### config.mk
export PLATFORM = sky130hd
export DESIGN_NAME = serial_2wire_regaccess_flat
export DESIGN_NICKNAME = d
export VERILOG_FILES = /design/src/rtl/serial_2wire_regaccess_if.sv /design/src/rtl/serial_2wire_regaccess.sv /design/src/flat_wrapper.sv
export SDC_FILE = /design/constraint.sdc
export NUM_CORES = 1
export LEC_CHECK = 0
export ABC_AREA = 1
export BUFFER_PORTS_ARGS = -buffer_cell sky130_fd_sc_hd__buf_2
export CAP_MARGIN = 10
export CORE_ASPECT_RATIO = 1.4
export CORE_MARGIN = 3
export CORE_UTILIZATION = 58
export CTS_CLUSTER_DIAMETER = 150
export DETAILED_ROUTE_END_ITERATION = 8
export PLACE_DENSITY = 0.81
export SYNTH_ARGS = -nofsm -noshare
export SYNTH_HDL_FRONTEND = slang
export SYNTH_SLANG_ARGS = --single-unit
export TNS_END_PERCENT = 5
### constraint.sdc
create_clock -name in_clk -period 3.5 [get_ports in_clk]
set_clock_uncertainty 0.05 [all_clocks]
set_input_delay 0.525 -clock in_clk [delete_from_list [all_inputs] [get_ports in_clk]]
set_output_delay 0.525 -clock in_clk [all_outputs]
set_load 0.1 [all_outputs]
### src/rtl/serial_2wire_regaccess_if.sv
`default_nettype none
// ============================================================================
// Module   : serial_2wire_regaccess_if
// Purpose  : Word-level link between the register-access sequencer and the
//            serial_2wire controller.
// Revision : 1.0
// ============================================================================
interface serial_2wire_regaccess_if #(
    parameter int BITS = 8
);
    logic            out_ser_enable;
    logic            out_ser_write;
    logic [BITS-1:0] out_ser_parallel;
    logic            out_ser_rst;
    logic            in_ser_ready;
    logic            in_ser_err;
    logic            in_ser_next_word;
    logic            in_ser_word_finished;
    logic [BITS-1:0] in_ser_parallel;

    // Sequencer side
    modport master (
        output out_ser_enable, out_ser_write, out_ser_parallel, out_ser_rst,
        input  in_ser_ready, in_ser_err, in_ser_next_word,
               in_ser_word_finished, in_ser_parallel
    );

    // Controller side
    modport slave (
        input  out_ser_enable, out_ser_write, out_ser_parallel, out_ser_rst,
        output in_ser_ready, in_ser_err, in_ser_next_word,
               in_ser_word_finished, in_ser_parallel
    );
endinterface
`default_nettype wire

### src/rtl/serial_2wire_regaccess.sv
`default_nettype none
// ============================================================================
// Module   : serial_2wire_regaccess
// Purpose  : Turns one register write/read request into the word stream and
//            enable timing of the serial_2wire controller.
// Revision : 1.0
// ============================================================================
module serial_2wire_regaccess #(
    parameter int BITS      = 8,
    parameter int MAX_WRITE = 4
) (
    input  wire                          in_clk,
    input  wire                          in_rst,
    input  wire                          in_start,
    input  wire                          in_read,
    input  wire  [BITS-1:0]              in_reg,
    input  wire  [MAX_WRITE*BITS-1:0]    in_data,
    input  wire  [$clog2(MAX_WRITE+1)-1:0] in_len,
    input  wire                          in_clear,
    output logic                         out_busy,
    output logic                         out_done,
    output logic                         out_err,
    output logic [BITS-1:0]              out_data,
    serial_2wire_regaccess_if.master     ser
);
    localparam int LW = $clog2(MAX_WRITE + 1);

    typedef enum logic [2:0] {
        S_IDLE       = 3'd0,
        S_WAIT_READY = 3'd1,
        S_XFER       = 3'd2,
        S_READ_PHASE = 3'd3,
        S_WAIT_STOP  = 3'd4,
        S_ERROR      = 3'd5
    } state_t;

    state_t                  state_q, state_d;
    logic                    busy_q, busy_d;
    logic                    done_q, done_d;
    logic                    err_q, err_d;
    logic [BITS-1:0]         rdata_q, rdata_d;
    logic                    en_q, en_d;
    logic                    wr_q, wr_d;
    logic [BITS-1:0]         par_q, par_d;
    logic                    srst_q, srst_d;
    logic                    nw_prev_q, wf_prev_q;
    logic [LW-1:0]           idx_q, idx_d;
    logic                    read_q, read_d;
    logic [BITS-1:0]         reg_q, reg_d;
    logic [MAX_WRITE*BITS-1:0] data_q, data_d;
    logic [LW-1:0]           len_q, len_d;
    logic                    low_seen_q, low_seen_d;

    logic                    nw_rise;
    logic                    wf_rise;
    logic [BITS-1:0]         data_word;

    assign nw_rise = ser.in_ser_next_word     & ~nw_prev_q;
    assign wf_rise = ser.in_ser_word_finished & ~wf_prev_q;

    always_comb begin
        data_word = '0;
        for (int k = 0; k < MAX_WRITE; k++) begin
            if (idx_q == LW'(k)) data_word = data_q[k*BITS +: BITS];
        end
    end

    always_comb begin
        state_d    = state_q;
        busy_d     = busy_q;
        done_d     = 1'b0;
        err_d      = err_q;
        rdata_d    = rdata_q;
        en_d       = en_q;
        wr_d       = wr_q;
        par_d      = par_q;
        srst_d     = 1'b0;
        idx_d      = idx_q;
        read_d     = read_q;
        reg_d      = reg_q;
        data_d     = data_q;
        len_d      = len_q;
        low_seen_d = low_seen_q;

        case (state_q)
            S_IDLE: begin
                busy_d = 1'b0;
                if (in_start) begin
                    read_d  = in_read;
                    reg_d   = in_reg;
                    data_d  = in_data;
                    len_d   = (in_len > LW'(MAX_WRITE)) ? LW'(MAX_WRITE) : in_len;
                    busy_d  = 1'b1;
                    state_d = S_WAIT_READY;
                end
            end
            S_WAIT_READY: begin
                if (ser.in_ser_ready) begin
                    en_d    = 1'b1;
                    par_d   = reg_q;
                    wr_d    = ~read_q;
                    idx_d   = '0;
                    state_d = S_XFER;
                end
            end
            S_XFER: begin
                if (read_q) begin
                    wr_d = 1'b0;
                    if (nw_rise) state_d = S_READ_PHASE;
                end else begin
                    wr_d = 1'b1;
                    if (nw_rise) begin
                        if (idx_q == len_q) begin
                            en_d       = 1'b0;
                            low_seen_d = 1'b0;
                            state_d    = S_WAIT_STOP;
                        end else begin
                            par_d = data_word;
                            idx_d = idx_q + LW'(1);
                        end
                    end
                end
            end
            S_READ_PHASE: begin
                if (nw_rise) en_d = 1'b0;
                if (wf_rise) begin
                    rdata_d    = ser.in_ser_parallel;
                    low_seen_d = 1'b0;
                    state_d    = S_WAIT_STOP;
                end
            end
            S_WAIT_STOP: begin
                // Ready right after the enable drop is stale; demand a low sample first.
                if (!ser.in_ser_ready) low_seen_d = 1'b1;
                if (ser.in_ser_ready && !en_q && low_seen_q) begin
                    done_d  = 1'b1;
                    busy_d  = 1'b0;
                    state_d = S_IDLE;
                end
            end
            S_ERROR: begin
                en_d   = 1'b0;
                err_d  = 1'b1;
                busy_d = 1'b0;
                if (in_clear) begin
                    srst_d  = 1'b1;
                    err_d   = 1'b0;
                    state_d = S_IDLE;
                end
            end
            default: state_d = S_IDLE;
        endcase

        // Controller error overrides every other event of an active request.
        if (ser.in_ser_err && (state_q == S_WAIT_READY || state_q == S_XFER ||
                               state_q == S_READ_PHASE || state_q == S_WAIT_STOP)) begin
            en_d    = 1'b0;
            err_d   = 1'b1;
            busy_d  = 1'b0;
            done_d  = 1'b0;
            rdata_d = rdata_q;
            state_d = S_ERROR;
        end
    end

    always_ff @(posedge in_clk or negedge in_rst) begin
        if (!in_rst) begin
            state_q    <= S_IDLE;
            busy_q     <= 1'b0;
            done_q     <= 1'b0;
            err_q      <= 1'b0;
            rdata_q    <= '0;
            en_q       <= 1'b0;
            wr_q       <= 1'b0;
            par_q      <= '0;
            srst_q     <= 1'b0;
            nw_prev_q  <= 1'b0;
            wf_prev_q  <= 1'b0;
            idx_q      <= '0;
            read_q     <= 1'b0;
            reg_q      <= '0;
            data_q     <= '0;
            len_q      <= '0;
            low_seen_q <= 1'b0;
        end else begin
            state_q    <= state_d;
            busy_q     <= busy_d;
            done_q     <= done_d;
            err_q      <= err_d;
            rdata_q    <= rdata_d;
            en_q       <= en_d;
            wr_q       <= wr_d;
            par_q      <= par_d;
            srst_q     <= srst_d;
            nw_prev_q  <= ser.in_ser_next_word;
            wf_prev_q  <= ser.in_ser_word_finished;
            idx_q      <= idx_d;
            read_q     <= read_d;
            reg_q      <= reg_d;
            data_q     <= data_d;
            len_q      <= len_d;
            low_seen_q <= low_seen_d;
        end
    end

    assign out_busy             = busy_q;
    assign out_done             = done_q;
    assign out_err              = err_q;
    assign out_data             = rdata_q;
    assign ser.out_ser_enable   = en_q;
    assign ser.out_ser_write    = wr_q;
    assign ser.out_ser_parallel = par_q;
    assign ser.out_ser_rst      = srst_q;
endmodule
`default_nettype wire

### src/flat_wrapper.sv
// flat-port wrapper written by rule: the top's interface ports become plain ports
module serial_2wire_regaccess_flat 
#(
    parameter int BITS      = 8,
    parameter int MAX_WRITE = 4
)
  (in_clk, in_rst, in_start, in_read, in_reg, in_data, in_len, in_clear, out_busy, out_done, out_err, out_data, ser_out_ser_enable, ser_out_ser_write, ser_out_ser_parallel, ser_out_ser_rst, ser_in_ser_ready, ser_in_ser_err, ser_in_ser_next_word, ser_in_ser_word_finished, ser_in_ser_parallel);
  serial_2wire_regaccess_if #(.BITS(BITS)) ser_i ();
  input  wire in_clk;
  input  wire in_rst;
  input  wire in_start;
  input  wire in_read;
  input  wire  [BITS-1:0] in_reg;
  input  wire  [MAX_WRITE*BITS-1:0] in_data;
  input  wire  [$clog2(MAX_WRITE+1)-1:0] in_len;
  input  wire in_clear;
  output logic out_busy;
  output logic out_done;
  output logic out_err;
  output logic [BITS-1:0] out_data;
  output wire logic [$bits(ser_i.out_ser_enable)-1:0] ser_out_ser_enable;
  output wire logic [$bits(ser_i.out_ser_write)-1:0] ser_out_ser_write;
  output wire logic [$bits(ser_i.out_ser_parallel)-1:0] ser_out_ser_parallel;
  output wire logic [$bits(ser_i.out_ser_rst)-1:0] ser_out_ser_rst;
  input wire logic [$bits(ser_i.in_ser_ready)-1:0] ser_in_ser_ready;
  input wire logic [$bits(ser_i.in_ser_err)-1:0] ser_in_ser_err;
  input wire logic [$bits(ser_i.in_ser_next_word)-1:0] ser_in_ser_next_word;
  input wire logic [$bits(ser_i.in_ser_word_finished)-1:0] ser_in_ser_word_finished;
  input wire logic [$bits(ser_i.in_ser_parallel)-1:0] ser_in_ser_parallel;
  assign ser_out_ser_enable = ser_i.out_ser_enable;
  assign ser_out_ser_write = ser_i.out_ser_write;
  assign ser_out_ser_parallel = ser_i.out_ser_parallel;
  assign ser_out_ser_rst = ser_i.out_ser_rst;
  assign ser_i.in_ser_ready = ser_in_ser_ready;
  assign ser_i.in_ser_err = ser_in_ser_err;
  assign ser_i.in_ser_next_word = ser_in_ser_next_word;
  assign ser_i.in_ser_word_finished = ser_in_ser_word_finished;
  assign ser_i.in_ser_parallel = ser_in_ser_parallel;
  serial_2wire_regaccess #(.BITS(BITS), .MAX_WRITE(MAX_WRITE)) u_core (.in_clk(in_clk), .in_rst(in_rst), .in_start(in_start), .in_read(in_read), .in_reg(in_reg), .in_data(in_data), .in_len(in_len), .in_clear(in_clear), .out_busy(out_busy), .out_done(out_done), .out_err(out_err), .out_data(out_data), .ser(ser_i));
endmodule
**Yosys cells after proc, flatten, opt, wreduce, memory -nomap -nowiden**

Cells that the tools add are included.
W data, S select, Z words.

- $add $sub $neg: 1
- $mul: 0
- Divide/modulo/power cells: 0
- Order comparisons: 1
- Equality and inequality tests: 26
- Shifts and indexed selects: 0
- Multiplexer cells: 51
- Bitwise gates (word level): 6
- Reductions and logical operators: 22

Operators with widths:

| cell | number |
|---|---|
| $mux W8 | 8 |
| $mux W3 | 15 |
| $mux W1 | 21 |
| $ne A3 B2 Y1 const B | 7 |
| $pmux W3 S6 | 1 |
| $pmux W8 S2 | 1 |
| $eq A3 B2 Y1 const B | 4 |
| $reduce_and A6 Y1 | 2 |
| $ne A2 B2 Y1 const B | 4 |
| $reduce_and A7 Y1 | 1 |
| $eq A3 B1 Y1 const B | 2 |
| $eq A3 B3 Y1 const B | 2 |
| $logic_not A3 Y1 | 2 |
| $ne A2 B1 Y1 const B | 3 |
| $ne A3 B3 Y1 const B | 2 |
| $pmux W1 S3 | 2 |
| $pmux W3 S2 | 1 |
| $reduce_and A2 Y1 | 3 |
| $reduce_and A5 Y1 | 1 |
| $reduce_bool A5 Y1 | 1 |
| $ne A4 B2 Y1 const B | 1 |
| $not A1 Y1 | 4 |
| $pmux W1 S4 | 1 |
| $reduce_bool A2 Y1 | 2 |
| 11 further kinds | 16 |

- Register bits: 75
- Latch bits: 0
- RAM bits: 0
- ROM bits: 0
- Input bits: 60
- Output and inout bits: 22
- Logic and storage cells: 124
- Memories kept: 0

**Depth between registers and ports, before layout**

- Word-level depth: 9
- Gate-level depth with buffers: 13

**Least setup slack after synthesis**

No wires, ideal clock.

- Kind: reg-to-reg
- Start: reg u_core.en_q, in the netlist u_core.ser.out_ser_enable
- End: reg u_core.state_q[1]
- Setup time: 0.065 ns
- Data arrival time: 1.535 ns
- Slack: 1.850 ns
- Cell stages (with the launch flop): 9
- Clock period less this slack: 1.650 ns
- Cells stage by stage: dfrtp_1 nor2_1 nor2_1 nor2_1 nand2_1 inv_1 nand3_1 nand2_1 nand2_1

- Cells in the longest elaborated chain, start to end: 5

RTL lines:

| item | line | text |
|---|---|---|
| start: declaration | serial_2wire_regaccess.sv:42 | `logic en_q, en_d;` |
| start signal: assignment | serial_2wire_regaccess.sv:191 | `en_q <= en_d;` |
| $logic_not A1 Y1 | serial_2wire_regaccess.sv:135 | `if (ser.in_ser_ready && !en_q && low_seen_q) begin` |
| $logic_and A1 B1 Y1 (2 in a row) | serial_2wire_regaccess.sv:135 |  |
| $ne A3 B2 Y1 (no source line) | -- |  |
| $reduce_and A7 Y1 (no source line) | -- |  |
| end signal: assignment | serial_2wire_regaccess.sv:186 | `state_q <= state_d;` |
| end: declaration | serial_2wire_regaccess.sv:37 | `state_t state_q, state_d;` |

No other way between the ends.
A chain may end at the register's enable or synchronous reset.

**Worst setup path in the final report**

- Start: reg u_core.state_q[0]
- End: reg u_core.read_q

- Cells in the longest elaborated chain, start to end: 2

RTL lines:

| item | line | text |
|---|---|---|
| $logic_not A3 Y1 | serial_2wire_regaccess.sv:85 | `case (state_q)` |
| $reduce_and A2 Y1 (no source line) | -- |  |
| end signal: assignment | serial_2wire_regaccess.sv:198 | `read_q <= read_d;` |
| end: declaration | serial_2wire_regaccess.sv:48 | `logic read_q, read_d;` |

No other way between the ends.

==> results.json <==
{
  "dp_hpwl_um": 5870,
  "arrival_ns": 2.21,
  "design_area_mm2": 0.00430,
  "max_freq_mhz": 485,
  "worstRegToRegCells": 5,
  "ctsLongestPathBuffers": 2,
  "grt_pass1_vias": 3123,
  "routed_wl_um": 7910,
  "clock_latency_ns": 0.34,
  "start_util_pct": 61.5,
  "die_x_um": 73.6,
  "worstHoldStart": "ser_in_ser_word_finished",
  "wl_per_cell_um": 12.4,
  "tns_ns": 0,
  "synth.distinct_cells": 27,
  "num_rows": 33,
  "antenna_cells": 0,
  "min_period_ns": 2.06,
  "cpPeakStageDelay_ns": 0.58,
  "fin_crit_sh_pct": 58.9,
  "syn_to_final_growth_pct": 15.9,
  "power_w": 0.00412,
  "grt_overflow_total": 0,
  "status": "completed",
  "dp_cells": 620,
  "setup_viol": 0,
  "layout-drive-gt1-share_pct": 22.1,
  "io_pins": 82,
  "synth_seq_cells": 75,
  "min_path_type": "in2reg",
  "crit_start": "u_core.state_q[0]",
  "timing.hold.ws_ns": 0.284,
  "cts_post_setup_buffers_inserted": 0,
  "reg2reg_from": "u_core.state_q[0]",
  "vias_per_cell": 5.01,
  "grt_max_degree": 76,
  "clock-root-buffer": "clkbuf_8",
  "die_area_mm2": 0.00740,
  "crit_path_cell_trace": "nor2_2, nand3_2, buf_4, inv_2, o21ai_0",
  "rsz0062_at_grt": "no",
  "syn_avg_cell_area_um2": 7.68,
  "slew_violations": 0,
  "final_cells": 636,
  "yosysSeqAreaShare_pct": 50.6,
  "relSlewSlack_pct": 38.6,
  "drtIter0Drc": 143,
  "synth_area_leader_cell": "dfrtp_1",
  "drc": 0,
  "cap_violations": 0,
  "crit_slowest_cell": "inv_2",
  "path_class": "reg2reg",
  "cp_max_fo": 51,
  "hold-path-cell-count": 1,
  "track_usage_pct": 23.6,
  "required_ns": 3.64,
  "leakage_nw": 2.48,
  "clock_sinks": 75,
  "grt_pass1_wl_um": 13600,
  "worstMarginPinSlew_ns": 0.922,
  "cts_buffers": 9,
  "ys_warn_count": 0,
  "netlist_instances": 483,
  "netlist_area_mm2": 0.00371,
  "synth.net_count": 548,
  "antenna_found_initial": 0,
  "cp_num_cells": 5,
  "critPathLaunchType": "flop",
  "postPlaceCellArea_mm2": 0.00412,
  "cp_top_family": "buffers and inverters",
  "hold_violations": 0,
  "layout.nets": 626,
  "ir_drop_mv": 0.431,
  "routabilityCongestion": 0.971,
  "path_buf_inv": 2,
  "cts_tree": "done",
  "path_clk_slew_ns": 0.08,
  "htreeDepth": 3,
  "firstDrtPassIters": 5,
  "postCtsHoldBufs": 0,
  "power.density_mw_per_mm2": 959,
  "fp.coreArea_mm2": 0.00603,
  "critPathCaptureType": "flop",
  "die_h_um": 101,
  "ant_nets": 0,
  "netlist_top_cells_area": "dfrtp_1 (51%), nand2_1 (25%), inv_1 (3.8%), nand3_1 (3.2%), mux2_2 (2.4%)",
  "portBuffers": 81,
  "vias": 3189,
  "yosysTopAreaCellShare_pct": 50.6,
  "post_cts_resized": 0
}
placed cells by master, fill, tap and decap left out:
| master | instances |
|---|---|
| nor3_1 | 1 |
| clkbuf_8 | 10 |
| a22o_1 | 1 |
| mux2_2 | 8 |
| buf_2 | 81 |
| o21ai_4 | 1 |
| nand3_1 | 24 |
| nand2_2 | 4 |
| nand4_1 | 2 |
| o211ai_1 | 1 |
| xnor2_1 | 1 |
| clkinv_2 | 3 |
| nand4_2 | 1 |
| nand3_2 | 2 |
| nor2_2 | 3 |
| a21oi_1 | 2 |
| inv_1 | 38 |
| ha_1 | 5 |
| o22ai_1 | 1 |
| nand2_1 | 244 |
| inv_2 | 4 |
| inv_6 | 1 |
| dfrtp_1 | 75 |
| o21ai_0 | 16 |
| buf_4 | 2 |
| nor2_4 | 3 |
| nor2_1 | 22 |
| o21ai_1 | 8 |
| clkinvlp_4 | 2 |
stage by stage:
stage | setup WS [ns] | util [%]
final | 1.44 | 71.3
after floorplan | 1.85 | -
after detailed placement | 1.43 | 68.3
after global placement | 1.50 | 68.3
after global routing | 1.20 | 71.3
after CTS | 1.43 | 71.3
worst reg2reg max path, cell delays in order (launching register included):
cell,delay (ns)
dfrtp_1,0.48
nor2_2,0.26
nand3_2,0.09
buf_4,0.26
inv_2,0.59
o21ai_0,0.19
synthesized netlist by cell type, drive strengths merged:
library cell,n
o21ai,25
dfrtp,75
buf,12
mux2,8
nand2,248
nand3,26
clkbuf,4
inv,42
o211ai,1
a21oi,2
ha,5
nor3,1
nand4,3
a22o,1
nor2,28
xnor2,1
o22ai,1
logic make-up after synthesis:
| family | share of synthesized area [%] |
|---|---|
| AND/OR/NAND/NOR | 33.6 |
| flip-flops | 50.6 |
| buffers and inverters | 6.85 |
| AO/OA/AOI/OAI | 4.56 |
| multiplexers | 2.43 |
| adder cells (fa/ha/maj) | 1.69 |
| XOR/XNOR | 0.236 |
sequential cells by signal, indices dropped and copies added, names as in the netlist, 3 cells and up:
| signal | cells |
|---|---|
| u_core.data_q | 32 |
| u_core.idx_q | 3 |
| u_core.len_q | 3 |
| u_core.out_data | 8 |
| u_core.reg_q | 8 |
| u_core.ser.out_ser_parallel | 8 |
| u_core.state_q | 3 |
report_power, final:
| part | switching [W] | internal [W] |
|---|---|---|
| sequential | 0.000209 | 0.00122 |
| combinational | 0.00156 | 0.000534 |
| clock | 0.000316 | 0.000275 |
| total | 0.00209 | 0.00203 |
layout make-up:
cell class                 count  area [um^2]
fill                         495         1730
sequential                    75         1880
clock buffer                  10          138
tap                           70         87.6
timing repair buffer          83          420
clock inverter                 6         38.8
multi-input combinational    350         1580
inverter                      42          158
final timing paths:
check / to / slack [ns]
setup / recovery: u_core.read_q / 1.44
hold / removal: u_core.wf_prev_q / 0.28
setup reg to reg: u_core.read_q / 1.44
hold reg to reg: u_core.ser.out_ser_write / 0.41
max in group asynchronous: u_core.reg_q[5] / 2.45
min in group asynchronous: u_core.out_err / 0.33
routing by layer:
metal	vias up	track usage, %	share of wire, %
met5	-	0	0
met4	0	12.4	3.6
met3	21	2.99	5.2
met2	87	39.7	50
met1	1441	29.2	41
li1	1640	-	-
Note: power is estimated with default switching activity, not from simulation.
